### config.mk
export PLATFORM = sky130hd
export DESIGN_NAME = mips_bus_arbiter
export DESIGN_NICKNAME = d
export VERILOG_FILES = /design/src/rtl/mips_bus_pkg.sv /design/src/rtl/bus_timeout_counter.sv /design/src/rtl/mips_bus_arbiter.sv
export SDC_FILE = /design/constraint.sdc
export NUM_CORES = 1
export LEC_CHECK = 0
export ABC_AREA = 1
export BUFFER_PORTS_ARGS = -buffer_cell sky130_fd_sc_hd__buf_4
export CORE_AREA = 10 10 114 116
export DETAILED_ROUTE_END_ITERATION = 8
export DIE_AREA = 0 0 124 126
export GPL_ROUTABILITY_DRIVEN = 0
export PLACE_DENSITY = 0.68
export SYNTH_ARGS = -nofsm -noshare
export SYNTH_HDL_FRONTEND = slang
export SYNTH_HIERARCHICAL = 1
export SYNTH_SLANG_ARGS = --single-unit
### constraint.sdc
create_clock -name clk -period 2.02 [get_ports clk]
set_input_delay 0 -clock clk [delete_from_list [all_inputs] [get_ports clk]]
set_output_delay 0 -clock clk [all_outputs]
set_load 0.01 [all_outputs]
### src/rtl/mips_bus_pkg.sv
// Shared types for the two-master MIPS bus arbiter.
// Arbiter states, master indices and grant encodings.
package mips_bus_pkg;

    typedef enum logic [1:0] {
        IDLE   = 2'd0,
        GRANT0 = 2'd1,
        GRANT1 = 2'd2
    } arb_state_t;

    localparam logic M0 = 1'b0;
    localparam logic M1 = 1'b1;

    localparam logic [1:0] GNT_NONE = 2'b00;
    localparam logic [1:0] GNT_M0   = 2'b01;
    localparam logic [1:0] GNT_M1   = 2'b10;

    function automatic logic [1:0] grant_of(arb_state_t s);
        case (s)
            GRANT0:  return GNT_M0;
            GRANT1:  return GNT_M1;
            default: return GNT_NONE;
        endcase
    endfunction

endpackage

### src/rtl/bus_timeout_counter.sv
// Counts consecutive stalled cycles of the granted transfer.
// expired is high once the count has reached TIMEOUT_CYCLES-1.
module bus_timeout_counter #(
    parameter int TIMEOUT_CYCLES = 256
) (
    input  logic clk,
    input  logic reset,
    input  logic enable,
    input  logic clear,
    output logic expired
);

    localparam int W = $clog2(TIMEOUT_CYCLES + 1);
    localparam logic [W-1:0] LIMIT = W'(TIMEOUT_CYCLES - 1);

    logic [W-1:0] count;

    assign expired = (count == LIMIT);

    always_ff @(posedge clk or negedge reset) begin
        if (!reset) begin
            count <= '0;
        end else if (clear) begin
            count <= '0;
        end else if (enable && !expired) begin
            count <= count + 1'b1;
        end
    end

endmodule

### src/rtl/mips_bus_arbiter.sv
// Round-robin arbiter sharing one memory bus between the
// fetch (m0) and data (m1) masters, with a stall timeout.
module mips_bus_arbiter
    import mips_bus_pkg::*;
#(
    parameter int TIMEOUT_CYCLES = 256
) (
    input  logic        clk,
    input  logic        reset,
    input  logic [31:0] m0_address,
    input  logic [31:0] m0_writedata,
    input  logic [3:0]  m0_byteenable,
    input  logic        m0_read,
    input  logic        m0_write,
    output logic        m0_waitrequest,
    output logic [31:0] m0_readdata,
    input  logic [31:0] m1_address,
    input  logic [31:0] m1_writedata,
    input  logic [3:0]  m1_byteenable,
    input  logic        m1_read,
    input  logic        m1_write,
    output logic        m1_waitrequest,
    output logic [31:0] m1_readdata,
    output logic [31:0] s_address,
    output logic [31:0] s_writedata,
    output logic [3:0]  s_byteenable,
    output logic        s_read,
    output logic        s_write,
    input  logic        s_waitrequest,
    input  logic [31:0] s_readdata,
    output logic [1:0]  grant,
    output logic        bus_error
);

    arb_state_t state, next_state;
    logic       last_grant;
    logic       req0, req1, req_sel;
    logic       stall, done, timeout, expired;
    logic       cnt_clear;

    assign req0 = m0_read | m0_write;
    assign req1 = m1_read | m1_write;

    always_comb begin
        req_sel = 1'b0;
        if (state == GRANT0) req_sel = req0;
        if (state == GRANT1) req_sel = req1;
    end

    assign stall   = req_sel & s_waitrequest;
    assign done    = req_sel & ~s_waitrequest;
    assign timeout = stall & expired;
    assign grant   = grant_of(state);

    always_comb begin
        next_state = state;
        case (state)
            IDLE: begin
                if (req0 && req1)
                    next_state = (last_grant == M1) ? GRANT0 : GRANT1;
                else if (req0)
                    next_state = GRANT0;
                else if (req1)
                    next_state = GRANT1;
            end
            GRANT0: begin
                if (!req0 || timeout)
                    next_state = IDLE;
                else if (done)
                    next_state = req1 ? GRANT1 : IDLE;
            end
            GRANT1: begin
                if (!req1 || timeout)
                    next_state = IDLE;
                else if (done)
                    next_state = req0 ? GRANT0 : IDLE;
            end
            default: next_state = IDLE;
        endcase
    end

    // Write wins when a master raises read and write together.
    always_comb begin
        s_address      = '0;
        s_writedata    = '0;
        s_byteenable   = '0;
        s_read         = 1'b0;
        s_write        = 1'b0;
        m0_waitrequest = req0;
        m1_waitrequest = req1;
        m0_readdata    = '0;
        m1_readdata    = '0;
        unique case (1'b1)
            (state == GRANT0): begin
                s_address      = m0_address;
                s_writedata    = m0_writedata;
                s_byteenable   = m0_byteenable;
                s_write        = m0_write;
                s_read         = m0_read & ~m0_write;
                m0_waitrequest = s_waitrequest & ~timeout;
                m0_readdata    = timeout ? '0 : s_readdata;
            end
            (state == GRANT1): begin
                s_address      = m1_address;
                s_writedata    = m1_writedata;
                s_byteenable   = m1_byteenable;
                s_write        = m1_write;
                s_read         = m1_read & ~m1_write;
                m1_waitrequest = s_waitrequest & ~timeout;
                m1_readdata    = timeout ? '0 : s_readdata;
            end
            default: ;
        endcase
    end

    assign cnt_clear = (state == IDLE) | done | (next_state != state);

    bus_timeout_counter #(
        .TIMEOUT_CYCLES(TIMEOUT_CYCLES)
    ) u_timeout (
        .clk    (clk),
        .reset  (reset),
        .enable (stall),
        .clear  (cnt_clear),
        .expired(expired)
    );

    always_ff @(posedge clk or negedge reset) begin
        if (!reset) begin
            state      <= IDLE;
            last_grant <= M1;
            bus_error  <= 1'b0;
        end else begin
            state <= next_state;
            if (next_state == GRANT0) last_grant <= M0;
            if (next_state == GRANT1) last_grant <= M1;
            if (timeout) bus_error <= 1'b1;
        end
    end

endmodule

==> results of run 1 <==
where the power goes:
group / total [mW] / leakage [nW] / switching [mW] / internal [mW]
sequential: 0.334 / 0.174 / 0.0326 / 0.302
clock: 0.248 / 0.0228 / 0.108 / 0.140
combinational: 5.41 / 2.83 / 2.97 / 2.44
repair_timing:
action / in CTS / in global routing
endpoints found under the hold margin: 13 / 0
pin swaps: 1 / 15
setup endpoints to repair: 102 / 88
hold buffers: 1 / 0
gates cloned: 7 / 1
buffers inserted: 3 / 11
resized for setup: 13 / 122
stage by stage:
step / cells / worst slack (ns) / util (%) / cell area (um^2) / TNS (ns)
6_report: 954 / -0.357 / 58.1 / 6220 / -14.42
5_1_grt: 954 / -0.436 / 58.1 / 6220 / -21.65
4_1_cts: 944 / -0.225 / 52.5 / 5620 / -7.31
3_5_place_dp: 929 / -0.265 / 49.6 / 5300 / -1.80
3_3_place_gp: 929 / -0.142 / 49.6 / 5300 / -0.570
2_1_floorplan: 486 / -0.0752 / - / 2730 / -0.129
flip-flops by register name, indices dropped and copies added, names as in the netlist:
name             count
state                2
last_grant           1
u_timeout/count      9
bus_error            1
final cells by class:
| type | instances | area [um^2] |
|---|---|---|
| inverters | 63 | 254 |
| well taps | 140 | 175 |
| clock buffers | 4 | 45.0 |
| repair buffers | 359 | 3040 |
| flip-flops and latches | 13 | 328 |
| repair inverters | 1 | 16.3 |
| fillers | 920 | 4480 |
| multi-input cells | 374 | 2360 |
per-layer routing:
| layer | global-route usage, % | up-vias | part of all wire (%) |
|---|---|---|---|
| met5 | 0 | - | 0 |
| met4 | 4.67 | 0 | 2.1 |
| met3 | 6.97 | 25 | 12 |
| met2 | 37.3 | 272 | 52 |
| met1 | 18.8 | 2122 | 34 |
| li1 | - | 2217 | - |
kinds of logic (layout without fill, tap and decap cells):
group | count (synthesis) | count (layout) | synth area share [%]
buf+inv | 99 | 427 | 15.1
fa+ha+maj | 8 | 8 | 3.71
flops | 13 | 13 | 12.1
mux | 1 | 1 | 0.417
compound gates | 85 | 85 | 15.8
simple gates | 280 | 280 | 52.8
cell usage after synthesis:
master | count | area, um^2
buf_4 | 5 | 37.5
nor2_1 | 13 | 48.8
inv_2 | 3 | 11.3
nand3_1 | 9 | 45.0
nand3_4 | 2 | 35.0
or2_2 | 1 | 6.26
nor3_2 | 36 | 360
a21oi_1 | 75 | 375
dfstp_2 | 1 | 26.3
nand3b_1 | 1 | 7.51
nand4_1 | 6 | 37.5
nand3_2 | 2 | 20.0
ha_1 | 8 | 100
o21ai_0 | 8 | 40.0
nand4_2 | 1 | 12.5
buf_6 | 2 | 22.5
clkbuf_1 | 27 | 101
inv_1 | 60 | 225
mux2_2 | 1 | 11.3
buf_2 | 2 | 10.0
o21ai_1 | 1 | 5.00
o21a_1 | 1 | 7.51
nor2_4 | 1 | 11.3
nand2_1 | 172 | 646
nand2_4 | 2 | 22.5
dfrtp_1 | 12 | 300
nor2_2 | 3 | 18.8
nand2_2 | 1 | 6.26
nor3_1 | 30 | 150
final timing paths:
path                       depth (start not counted)                 end  slack [ns]
max reg2reg                                       18  u_timeout/count[7]       -0.23
min in group clk                                   4        s_address[6]        0.34
min                                                2  u_timeout/count[8]        0.12
max in group asynchronous                          2          last_grant        1.66
max                                               12     m1_readdata[18]       -0.36
min reg2reg                                        1           bus_error        0.48
==> results_dict.tcl, run 1 <==
set metrics [dict create \
    insertedDiodeCount 0 \
    coreArea_um2 10700 \
    area_growth_pct 130 \
    slew_headroom_pct 53.0 \
    cts_buffers 3 \
    crit_top_cell "buf_12" \
    rr_startpoint "u_timeout/count[0]" \
    grt_pass1_vias 4422 \
    cts_tree "built" \
    cp.arrival_ns 2.38 \
    postRouteAntennaNets 0 \
    drive_gt1_share_pct 56.8 \
    hold_class "input pin to asynchronous set/reset pin" \
    hpwlAfterDp_mm 13.5 \
    cts.sinks 13 \
    cts_root_buf "clkbuf_8" \
    grt_usage_pct 19.4 \
    vias 4636 \
    dieArea_um2 15600 \
    ioPinCount 314 \
    first_pass_iters 4 \
    setup_violations 76 \
    finalPower_mw 5.99 \
    drc 0 \
    final_common_cell "buf_4" \
    die_h_um 126 \
    antenna_found_initial 0 \
    critical_path.top_delay_family "buffers and inverters" \
    clk_latency_ns 0.26 \
    startpoint "state[0]" \
    period_needed_ns 2.38 \
    avgRoutedWirePerCell_um 19.0 \
    syn_avg_cell_area_um2 5.56 \
    fp.dieW_um 124 \
    maxCapViolCount 0 \
    num_rows 38 \
    start_util_pct 25.3 \
    rsz0062_at_grt "yes" \
    fin_crit_sh_pct 118 \
    timing.hold.ws_ns 0.125 \
    overflow 0 \
    slew_violations 0 \
    violations "negative setup slack" \
    final_cell_mix "buf_4 (308), nand2_1 (164), a21oi_1 (75)" \
    htree_levels 1 \
    worstSetupStartpointType "register" \
    worstPathRequired_ns 2.02 \
    syn_inst 486 \
    path_class "register to output pin" \
    path_buf_inv 8 \
    fin_nets 998 \
    ys_seq_area_share_pct 12.1 \
    p_leak_nw 3.03 \
    drtIter0Drc 278 \
    fmax_ghz 0.421 \
    end_kind "output pin" \
    ys_types 29 \
    clkTransAtPathRegs_ns 0.06 \
    yosysWarnings 6 \
    clockBufferDepth 2 \
    fin_skew_ns 0.00511 \
    path_cells "inv_1 > ha_4 > inv_2 > nand3_4 > nand4_4 > buf_6 > buf_8 > buf_12 > clkinv_8 > buf_12 > nor3_1 > buf_4" \
    critPathSlowestCell "dfrtp_1" \
    netlist_area_um2 2700 \
    p_per_area_nw_per_um2 964 \
    grt_max_degree 72 \
    cp_max_fo 8 \
    hold_viol_final 0 \
    cpPeakStageDelay_ns 0.40 \
    tightest_slew_ns 0.705 \
    wirelength_mm 18.1 \
    grt_pass1_wl_mm 24.6 \
    vdd_drop_max_v 0.000579 \
    port_buffers 313 \
    yosys_register_bits 13 \
    status "finished with violations" \
    layout_setup_ws_ns -0.357 \
    synth_nets 669 \
    avgViaCountPerCell 4.86 \
]
(Power assumes the default switching activity.)
==> inputs of run 2 (changes only) <==
--- a/config.mk
+++ b/config.mk
@@ -7,12 +7,11 @@
 export LEC_CHECK = 0
 export ABC_AREA = 1
 export BUFFER_PORTS_ARGS = -buffer_cell sky130_fd_sc_hd__buf_4
-export CORE_AREA = 10 10 114 116
+export CORE_AREA = 10 10 113 115
 export DETAILED_ROUTE_END_ITERATION = 8
-export DIE_AREA = 0 0 124 126
+export DIE_AREA = 0 0 123 125
 export GPL_ROUTABILITY_DRIVEN = 0
-export PLACE_DENSITY = 0.68
+export PLACE_DENSITY = 0.63
 export SYNTH_ARGS = -nofsm -noshare
 export SYNTH_HDL_FRONTEND = slang
-export SYNTH_HIERARCHICAL = 1
 export SYNTH_SLANG_ARGS = --single-unit
==> constraint.sdc (replaced) <==
create_clock -name clk -period 3 [get_ports clk]
set_input_delay 0 -clock clk [delete_from_list [all_inputs] [get_ports clk]]
set_output_delay 0 -clock clk [all_outputs]
set_load 0.01 [all_outputs]
==> results_dict.tcl, run 2 <==
set metrics [dict create \
    die_h_um 125 \
    avgViaCountPerCell 4.54 \
    overflow 0 \
    grt_pass1_wl_mm 22.3 \
    post-synth-top-count-cell "nand2_1" \
    tightest_slew_ns 0.711 \
    grt_pass1_vias 3823 \
    dieArea_um2 15400 \
    cp.arrival_ns 2.67 \
    synth_edf_count 0 \
    drc 0 \
    p_per_area_nw_per_um2 669 \
    worstSetupStartpointType "register" \
    synth_commonest_cells "nand2_1 (153), a21oi_1 (70), nor3_1 (65)" \
    hpwlAfterDp_mm 13.0 \
    fin_nets 927 \
    largestRegisters "u_timeout.count: 9 flops, state: 2 flops" \
    netlist_area_um2 2390 \
    yosys_register_bits 13 \
    ioPinCount 314 \
    synthSimpleGateAreaFrac_pct 47.7 \
    ys_seq_area_share_pct 13.7 \
    cts_tree "built" \
    postRouteAntennaNets 0 \
    port_buffers 313 \
    cts_root_buf "clkbuf_8" \
    p_leak_nw 2.57 \
    timing.hold.ws_ns 0.133 \
    num_rows 38 \
    fin_skew_ns 0.00172 \
    synth_nets 636 \
    htree_levels 1 \
    drive_gt1_share_pct 46.2 \
    synth_fa_ha_area_share_pct 4.18 \
    fp.dieW_um 123 \
    tns_ns 0 \
    synth_xor_area_share_pct 2.56 \
    clkTransAtPathRegs_ns 0.05 \
    vias 4007 \
    final_cell_mix "buf_4 (320), nand2_1 (153), a21oi_1 (70)" \
    largest_reg_flops 9 \
    ys_types 34 \
    setup_violations 0 \
    start_util_pct 22.6 \
    multi_input_area_um2 1740 \
    cts.sinks 13 \
    n_fill_cell 1084 \
    drtIter0Drc 226 \
    yosysWarnings 0 \
    post_cts_buffers 0 \
    synth_area_leaders "nand2_1 (24%), a21oi_1 (15%), nor3_1 (14%)" \
    first_pass_iters 5 \
    final_common_cell "buf_4" \
    coreArea_um2 10600 \
    clk_latency_ns 0.24 \
    vdd_drop_max_v 0.000366 \
    fin_crit_sh_pct 89.0 \
    top_register "u_timeout.count" \
    synth_compound_area_share_pct 16.5 \
    clockBufferDepth 2 \
    cts_hold_buffers 1 \
    yosysTopAreaCell "nand2_1" \
    end_kind "output pin" \
    cts_buffers 3 \
    area_growth_pct 105 \
    status "completed" \
    slew_headroom_pct 52.6 \
    maxCapViolCount 0 \
    synthMuxAreaShare_pct 1.36 \
    async_flop_share_pct 100 \
    seq_area_um2 327 \
    grt_usage_pct 17.9 \
    cp_max_fo 66 \
    grt_max_degree 74 \
    syn_inst 453 \
    synth_top_family_by_area "simple AND/OR/NAND/NOR gates" \
    ys.flop_type "dfrtp_1" \
    avgRoutedWirePerCell_um 17.5 \
    rsz0062_at_grt "no" \
    period_needed_ns 2.67 \
    hold_viol_final 0 \
    worstPathRequired_ns 3.00 \
    cts_resized 0 \
    path_class "register to output pin" \
    antenna_found_initial 0 \
    hold_class "input pin to asynchronous set/reset pin" \
    syn_avg_cell_area_um2 5.28 \
    fmax_ghz 0.375 \
    slew_violations 0 \
    insertedDiodeCount 0 \
    synth_top_area_share_pct 24.0 \
    wirelength_mm 15.4 \
]
[run 2: cell count changes after synthesis, moves of 7 or more]
cell / delta
inv_1: -12
nor3_1: +35
nor3_2: -36
buf_1: +7
nand2_1: -19
[run 2: logic make-up (layout without fill, tap and decap cells)]
group	Yosys count	count (layout)
XOR/XNOR	7	7
multiplexers	3	3
buffers and inverters	86	376
AND/OR/NAND/NOR	260	260
flip-flops	13	13
AO/OA/AOI/OAI	76	76
adder cells (fa/ha/maj)	8	8
[run 2: through the flow]
stage	cells	power (mW)	util, %	worst slack, ns	instance area (um^2)
floorplan	453	1.76	-	0.606	2390
global placement	878	3.12	45.7	0.438	4850
detailed placement	878	3.15	45.7	0.375	4850
CTS	883	3.31	46.2	0.326	4900
global route	883	3.58	46.2	0.00568	4900
finish	883	3.28	46.2	0.330	4900
[run 2: layout make-up]
type	count	area share (%)
sequential	13	6.66
inverter	50	3.83
multi-input combinational	354	35.4
timing repair buffer	322	49.6
clock buffer	4	0.919
tap	140	3.57
[run 2: path summary, 6_finish.rpt]
path                                    start              to  slack, ns  depth (start not counted)
max                        u_timeout.count[0]  m1_waitrequest       0.33                         12
min                                     reset       bus_error       0.13                          2
max reg2reg                u_timeout.count[0]      last_grant       0.38                         14
min reg2reg                         bus_error       bus_error       0.47                          1
max in group asynchronous               reset      last_grant       2.63                          2
min in group clk                s_waitrequest        state[1]       0.29                          6
[run 2: critical path, cell delays in order, from the launching register on]
cell      delay, ns
dfrtp_1        0.40
ha_1           0.19
nand3_1        0.11
nor3b_1        0.25
and3_1         0.20
ha_1           0.26
nand4_1        0.17
clkinv_1       0.11
buf_12         0.25
nor2_1         0.11
nand2_1        0.06
o21ai_0        0.11
buf_4          0.21
[run 2: layer usage]
layer / track usage (%) / share of wire (%) / wire (um) / vias to the layer above
li1: - / - / - / 2033
met1: 18.8 / 37 / 5680 / 1784
met2: 33.7 / 52 / 8050 / 178
met3: 5.90 / 9.9 / 1520 / 12
met4: 2.95 / 1.2 / 184 / 0
met5: 0 / 0 / 0 / -
[run 2: power breakdown]
group	leakage [nW]	switching, mW	total, mW	internal (mW)
Clock	0.0228	0.0597	0.153	0.0937
Combinational	2.37	1.68	2.90	1.22
Sequential	0.175	0.0289	0.231	0.202
